--- config.mk ---
export PLATFORM = sky130hd
export DESIGN_NAME = mdc_input_splitter
export DESIGN_NICKNAME = d
export VERILOG_FILES = /design/src/rtl/mdc_input_splitter.sv
export SDC_FILE = /design/constraint.sdc
export NUM_CORES = 1
export LEC_CHECK = 0
export CORE_MARGIN = 4
export CORE_UTILIZATION = 52
export DETAILED_ROUTE_END_ITERATION = 6
export GPL_TIMING_DRIVEN = 0
export PLACE_DENSITY_LB_ADDON = 0.1
export SETUP_SLACK_MARGIN = 0.15
export SLEW_MARGIN = 0
export SYNTH_ARGS = -nofsm -noshare
export SYNTH_HDL_FRONTEND = slang
export SYNTH_SLANG_ARGS = --single-unit
--- constraint.sdc ---
create_clock -name i_clk -period 2.8 [get_ports i_clk]
set_input_delay 0.7 -clock i_clk [delete_from_list [all_inputs] [get_ports i_clk]]
set_output_delay 0.7 -clock i_clk [all_outputs]
set_load 0.01 [all_outputs]
--- src/rtl/mdc_input_splitter.sv ---
// mdc_input_splitter: splits a natural-order complex stream into x[k] / x[k+N/2] lane pairs for MDC stage 1
module mdc_input_splitter #(
    parameter int NB      = 8,
    parameter int N       = 16,
    parameter int NB_ADDR = 3
) (
    input  logic                 i_clk,
    input  logic                 i_rst,
    input  logic                 i_valid,
    input  logic                 i_sync,
    input  logic signed [NB-1:0] i_data_r,
    input  logic signed [NB-1:0] i_data_i,
    output logic                 o_valid,
    output logic                 o_first,
    output logic signed [NB-1:0] o_data1_r,
    output logic signed [NB-1:0] o_data1_i,
    output logic signed [NB-1:0] o_data2_r,
    output logic signed [NB-1:0] o_data2_i
);
    typedef enum logic {FILL, PAIR} state_t;
    localparam logic [NB_ADDR:0] HALF    = (NB_ADDR+1)'(N/2);
    localparam logic [NB_ADDR:0] HALF_M1 = (NB_ADDR+1)'(N/2-1);
    localparam logic [NB_ADDR:0] LAST    = (NB_ADDR+1)'(N-1);
    state_t               state;
    logic [NB_ADDR:0]     r_count;
    logic [NB-1:0]        mem_r [N/2];
    logic [NB-1:0]        mem_i [N/2];
    logic [NB_ADDR-1:0]   wr_addr;
    logic                 we;
    logic                 pair_acc;
    assign wr_addr  = i_sync ? '0 : r_count[NB_ADDR-1:0];
    assign we       = i_valid && (i_sync || state == FILL);
    assign pair_acc = i_valid && !i_sync && state == PAIR;
    // buffer is deliberately not reset; its contents are rewritten before each read
    always_ff @(posedge i_clk) begin
        if (we) begin
            mem_r[wr_addr] <= i_data_r;
            mem_i[wr_addr] <= i_data_i;
        end
    end
    always_ff @(posedge i_clk or posedge i_rst) begin
        if (i_rst) begin
            state     <= FILL;
            r_count   <= '0;
            o_valid   <= 1'b0;
            o_first   <= 1'b0;
            o_data1_r <= '0;
            o_data1_i <= '0;
            o_data2_r <= '0;
            o_data2_i <= '0;
        end else begin
            o_valid <= pair_acc;
            o_first <= pair_acc && r_count == HALF;
            if (i_valid && i_sync) begin
                r_count <= {{NB_ADDR{1'b0}}, 1'b1};
                state   <= FILL;
            end else if (i_valid) begin
                r_count <= r_count + 1'b1;
                if (state == FILL && r_count == HALF_M1)
                    state <= PAIR;
                else if (state == PAIR && r_count == LAST)
                    state <= FILL;
            end
            // in PAIR the low address bits equal r_count - N/2
            if (pair_acc) begin
                o_data1_r <= mem_r[r_count[NB_ADDR-1:0]];
                o_data1_i <= mem_i[r_count[NB_ADDR-1:0]];
                o_data2_r <= i_data_r;
                o_data2_i <= i_data_i;
            end
        end
    end
endmodule

# After elaboration in Yosys (flattened, before gate mapping)
# Memories as Yosys holds them, arrays and structs flattened. A register that Yosys moved wholly into a read port is not among the register bits.
# Index checks and enable logic that the tools add are counted.
# op_classes
n_addsub,1
n_mul,0
div_mod_pow,0
order_cmp,0
n_eq_ne,3
shifts,0
n_mux,9
bitwise_logic,1
n_reduce_logical,12
# op_table
operator,n
$eq 4x4->1 const B,2
$mux 4,2
$logic_and 1x1->1,7
$mux 1,6
$add 4x1->4 const B,1
$eq 4x3->1 const B,1
$mux 3,1
$reduce_bool 3->1,1
$reduce_and 2->1,1
$reduce_bool 2->1,1
$logic_not 1->1,1
$logic_or 1x1->1,1
$not 1->1,1
# word_totals
register_bits,23
latch_bits,0
mem_bits_rw,128
mem_bits_ro,0
word_cells,34
memories,2
# mem_list
name,words,word_bits,read_ports,rd_ports_with_merged_regs,write_ports,line_no,source
mem_i,8,8,1,1,1,27,logic [NB-1:0] mem_i [N/2];
mem_r,8,8,1,1,1,26,logic [NB-1:0] mem_r [N/2];

# Depth between registers and ports, before layout
# depth
ltp_word,6
depth_mapped,7

# Least setup slack after synthesis
# Ideal clock, no wire load.
# synth_path
path_kind,input-to-reg
startpoint,input i_valid
endpoint,memory mem_i[1][0] (enable)
arrival_time_ps,2571
required_time_ps,2370
path_slack_ps,-202
path_stages,3
path_buffers,1
path_cell_list,buf_2 -> nand2b_1 -> nor4_1
# synth_between
elab_chain_cells,3
# synth_rtl
element,line_no,source
"start, declared",9,"input logic i_valid,"
$logic_and 1x1->1,32,assign we = i_valid && (i_sync || state == FILL);
$mux 1,36,if (we) begin
$mux 1 (implied by the code),38,mem_i[wr_addr] <= i_data_i;
"end, declared",27,
# Every way passes these cells.

# Worst setup path after layout
# layout_path
startpoint,input i_sync
endpoint,memory mem_i[3][4] (enable)
# layout_between
elab_chain_cells,4
elab_cells_between_ends,5
# layout_rtl
element,line_no,source
"start, declared",10,"input logic i_sync,"
$logic_or 1x1->1,32,
$logic_and 1x1->1,32,
$mux 1,36,
$mux 1 (implied by the code),38,
# Parallel ways exist; a longest one is shown, timed or not.

==> results.txt <==
- Clock latency on the worst-skew pair, taken at its later pin, is 420 ps.
* Placement row count: 40
- Vertical extent of the die: 120 µm
- H-tree levels: 4
* Biggest fanout along the worst timing path: 9
- Clock transition time at the flip-flop clock pins of the worst setup and hold paths: 60 ps
- After the last flow step, the layout net total stands at 477.
- The flow ran to the end, and the final reports show no timing, DRC or antenna violations.
* Aggregate global routing overflow: 0
- Max transition margin: 0.367
- In this design, the largest share of critical-path delay is due to simple AND/OR/NAND/NOR gates.
* Critical path cell sequence: clkdlybuf4s50_1, nor2b_1, nand3_1, nor2_2, buf_8
- Aggregate negative setup slack: 0 ps
- In the synthesized netlist the async set-or-reset flop fraction comes to 0.234.
* Initial antenna violation count: 0
- Highest-count cells in the layout ignoring fill and taps: edfxtp_1, clkdlybuf4s50_1, dfrtp_1
* Fill count: 875
- Effective utilization at floorplan: 0.538
- The netlist uses 30 different library cells.
- Slowest cell delay on critical path: 610 ps
- Total stage count of the critical path: 5
- Of the synthesized area, sequential elements account for 0.737.
- The count of nets left with antenna violations once routing finished came out at 0.
* Transition at the pin with the smallest max-transition slack: 949 ps
* Post-synth net total: 392
* Register area: 4820 µm²
- Across the run, the number of max-cap violations was 0.
- Prior to clock tree synthesis, the placed netlist has a worst setup slack of -344 ps.
- Slowest stage cell on the critical path: nor2_2
* Synth area leaders: edfxtp_1, dfrtp_1, mux2_2, mux2i_1, mux2_1
* Most frequently used flop master after synthesis: edfxtp_1
- STA classifies the critical path startpoint as a primary input.
- Commonest non-fill, non-tap cell in the layout: edfxtp_1
* Average size of a mapped cell: 17.7 µm²
* Number of setup violations in the final report: 0
* Area of the core: 12200 µm²
- In the post-route analysis, the smallest setup slack over all paths is 289 ps.
- Number of buffers created by CTS: 17
- The multi-input combinational cells in the finished layout cover a total of 1580 µm².
- The number of buffers and inverters on the critical path is 2.
- Cell Area, Synth: 6540 µm²
* Period utilisation layout: 0.897
- Clock root buffer master: clkbuf_16
- The hold violation total from the final report came to 0.
* Hold buffer count at cts: 0
- Number of global-route vias before repair: 3591
- Synth Warn #: 0
- The tightest hold path in the finished design has a slack of 482 ps.
* Final standard cell count with taps included and fillers excluded: 636
- Endpoint required time on the critical path: 2930 ps
* Source of the worst hold timing path: o_data1_i[3]
- Counting tap cells, the placed design contains a total of 603 instances.
* Number of synthesized flops with an enable pin: 128
* First-pass DRT Iterations: 4
* Number of buffers on the longest clock path: 2
* Worst reg2reg startpoint: r_count[2]
- DP Wirelength: 8.92 mm
* Minimum period implied by the final worst setup slack: 2510 ps
* Depth of the most critical reg-to-reg path: 6
- The count of final max-slew check failures came to 0.
- For this block, the routed nets add up to 13.5 mm of wire.
* Global-route usage over all layers: 0.199
* Pin count of the biggest net entering global routing: 22
- TritonCTS clock tree: built
- For this design, the sink count on the clock tree is 167.
- By startpoint and endpoint, the worst setup path is classified as primary input to flop.
- Post-synthesis instance total: 370
- The worst hold path was traced through 2 stages.
- Initial drt markers: 282
- Relative to the synthesized area, the layout overhead comes to 22.9%.
- The worst hold path belongs to the class flop to flop.
- Top cell type by total area after synthesis: edfxtp_1
- Using the TritonRoute via totals, the vias-per-cell ratio works out to 5.46.
- The die is 120 µm wide.
* Share of the synthesized area in the top cell type: 0.588
* Setup repair after global routing missed its margin: false
* Data arrival time of the critical path: 2640 ps
- In the routed design, unresolved DRC markers number 0.
- Mean routed wirelength per cell: 21.2 µm
- In this run the static leakage power is 0.00296 µW.
- Worst IR Drop VDD: 0.492 mV
- Achievable frequency: 0.398 GHz
- The first global-routing pass estimated 20.8 mm of wire.
- Number of synthesized register bits: 167
* Cell Pwr Density: 846 nW/µm²
- Fraction of the core area covered by cells at the end of the flow: 0.661
- In the final layout, the share of cells above drive strength 1 is 0.239.
- Routed via count: 3475
* Full die area: 14400 µm²
- CP Capture Type: flop
* Clk_skew: 5.01 ps
- The congestion estimate from routability-driven global placement came to 0.741.
- Tracing the worst setup path back leads to its startpoint at i_sync.
- Input and output buffers added on the ports amount to 52.
* Count of pins on the block boundary: 54
- N_diodes: 0
per-stage QoR:
| step | total power [µW] | instance area (µm²) |
|---|---|---|
| finish | 6800 | 8040 |
| global route | 7080 | 8040 |
| CTS | 6860 | 8040 |
| detailed placement | 4590 | 7450 |
| global placement | 4530 | 7280 |
| floorplan | 3850 | 6550 |
final timing paths:
path / slack, ps / end
max: 290 / mem_i[3][4]
min: 480 / o_data1_i[3]
max reg2reg: 330 / mem_i[5][0]
min reg2reg: 480 / o_data1_i[3]
max in group asynchronous: 1670 / o_data2_r[2]
min in group asynchronous: 630 / o_valid
metal layers:
metal  part of all wire  wire length, µm  track usage  up-vias
met1               0.44             5890        0.266     1762
li1                   -                -            -     1604
met3              0.050              677       0.0434       10
met5                  0                0            0        -
met2               0.50             6760        0.326       99
met4              0.010              140       0.0687        0
timing repair:
action	4_1_cts	5_1_grt
buffers inserted	1	0
endpoints found under the setup margin	10	0
resized for setup	1	0
registers in the layout, indices dropped and copies added (netlist names), 4 cells and up:
name	flops
mem_i	64
mem_r	64
o_data1_i	8
o_data1_r	8
o_data2_i	8
o_data2_r	8
r_count	4
synthesized netlist by cell type (all sizes together) (6+ instances only):
master and number:
mux4 8, dfrtp 39, nand2 24, edfxtp 128, nor2 13, inv 6
o31ai 16, mux2i 18, buf 17, mux2 48, a22o 8, o22ai 18
area by class of cell:
type,count,share of cell area
clock inverter,10,0.0160
clock buffer,22,0.0553
timing repair buffer,66,0.0831
multi-input combinational,175,0.197
inverter,6,0.00280
buffer,22,0.0202
sequential,167,0.600
tap,168,0.0261
power breakdown:
group / leakage [µW] / switching [µW] / internal (µW) / total, µW
combinational: 0.00104 / 647 / 754 / 1400
clock: 0.000275 / 886 / 1390 / 2280
sequential: 0.00165 / 141 / 2980 / 3120
total: 0.00296 / 1670 / 5120 / 6800
tightest hold or removal path: stages (launching register included):
cell and delay [ps]:
dfrtp_1 340, nand2_1 60, o31ai_2 50
cells by family (layout without fill, tap and decap cells):
logic type	count (synthesis)	after routing	share of synthesized area
and+or+nand+nor	52	52	0.0350
AOI/OAI and AO/OA	47	47	0.0566
adders and majority gates	2	2	0.00382
muxes	74	74	0.139
buffers and inverters	28	126	0.0283
DFF	167	167	0.737
No activity file was read; power rests on OpenSTA's default activity.
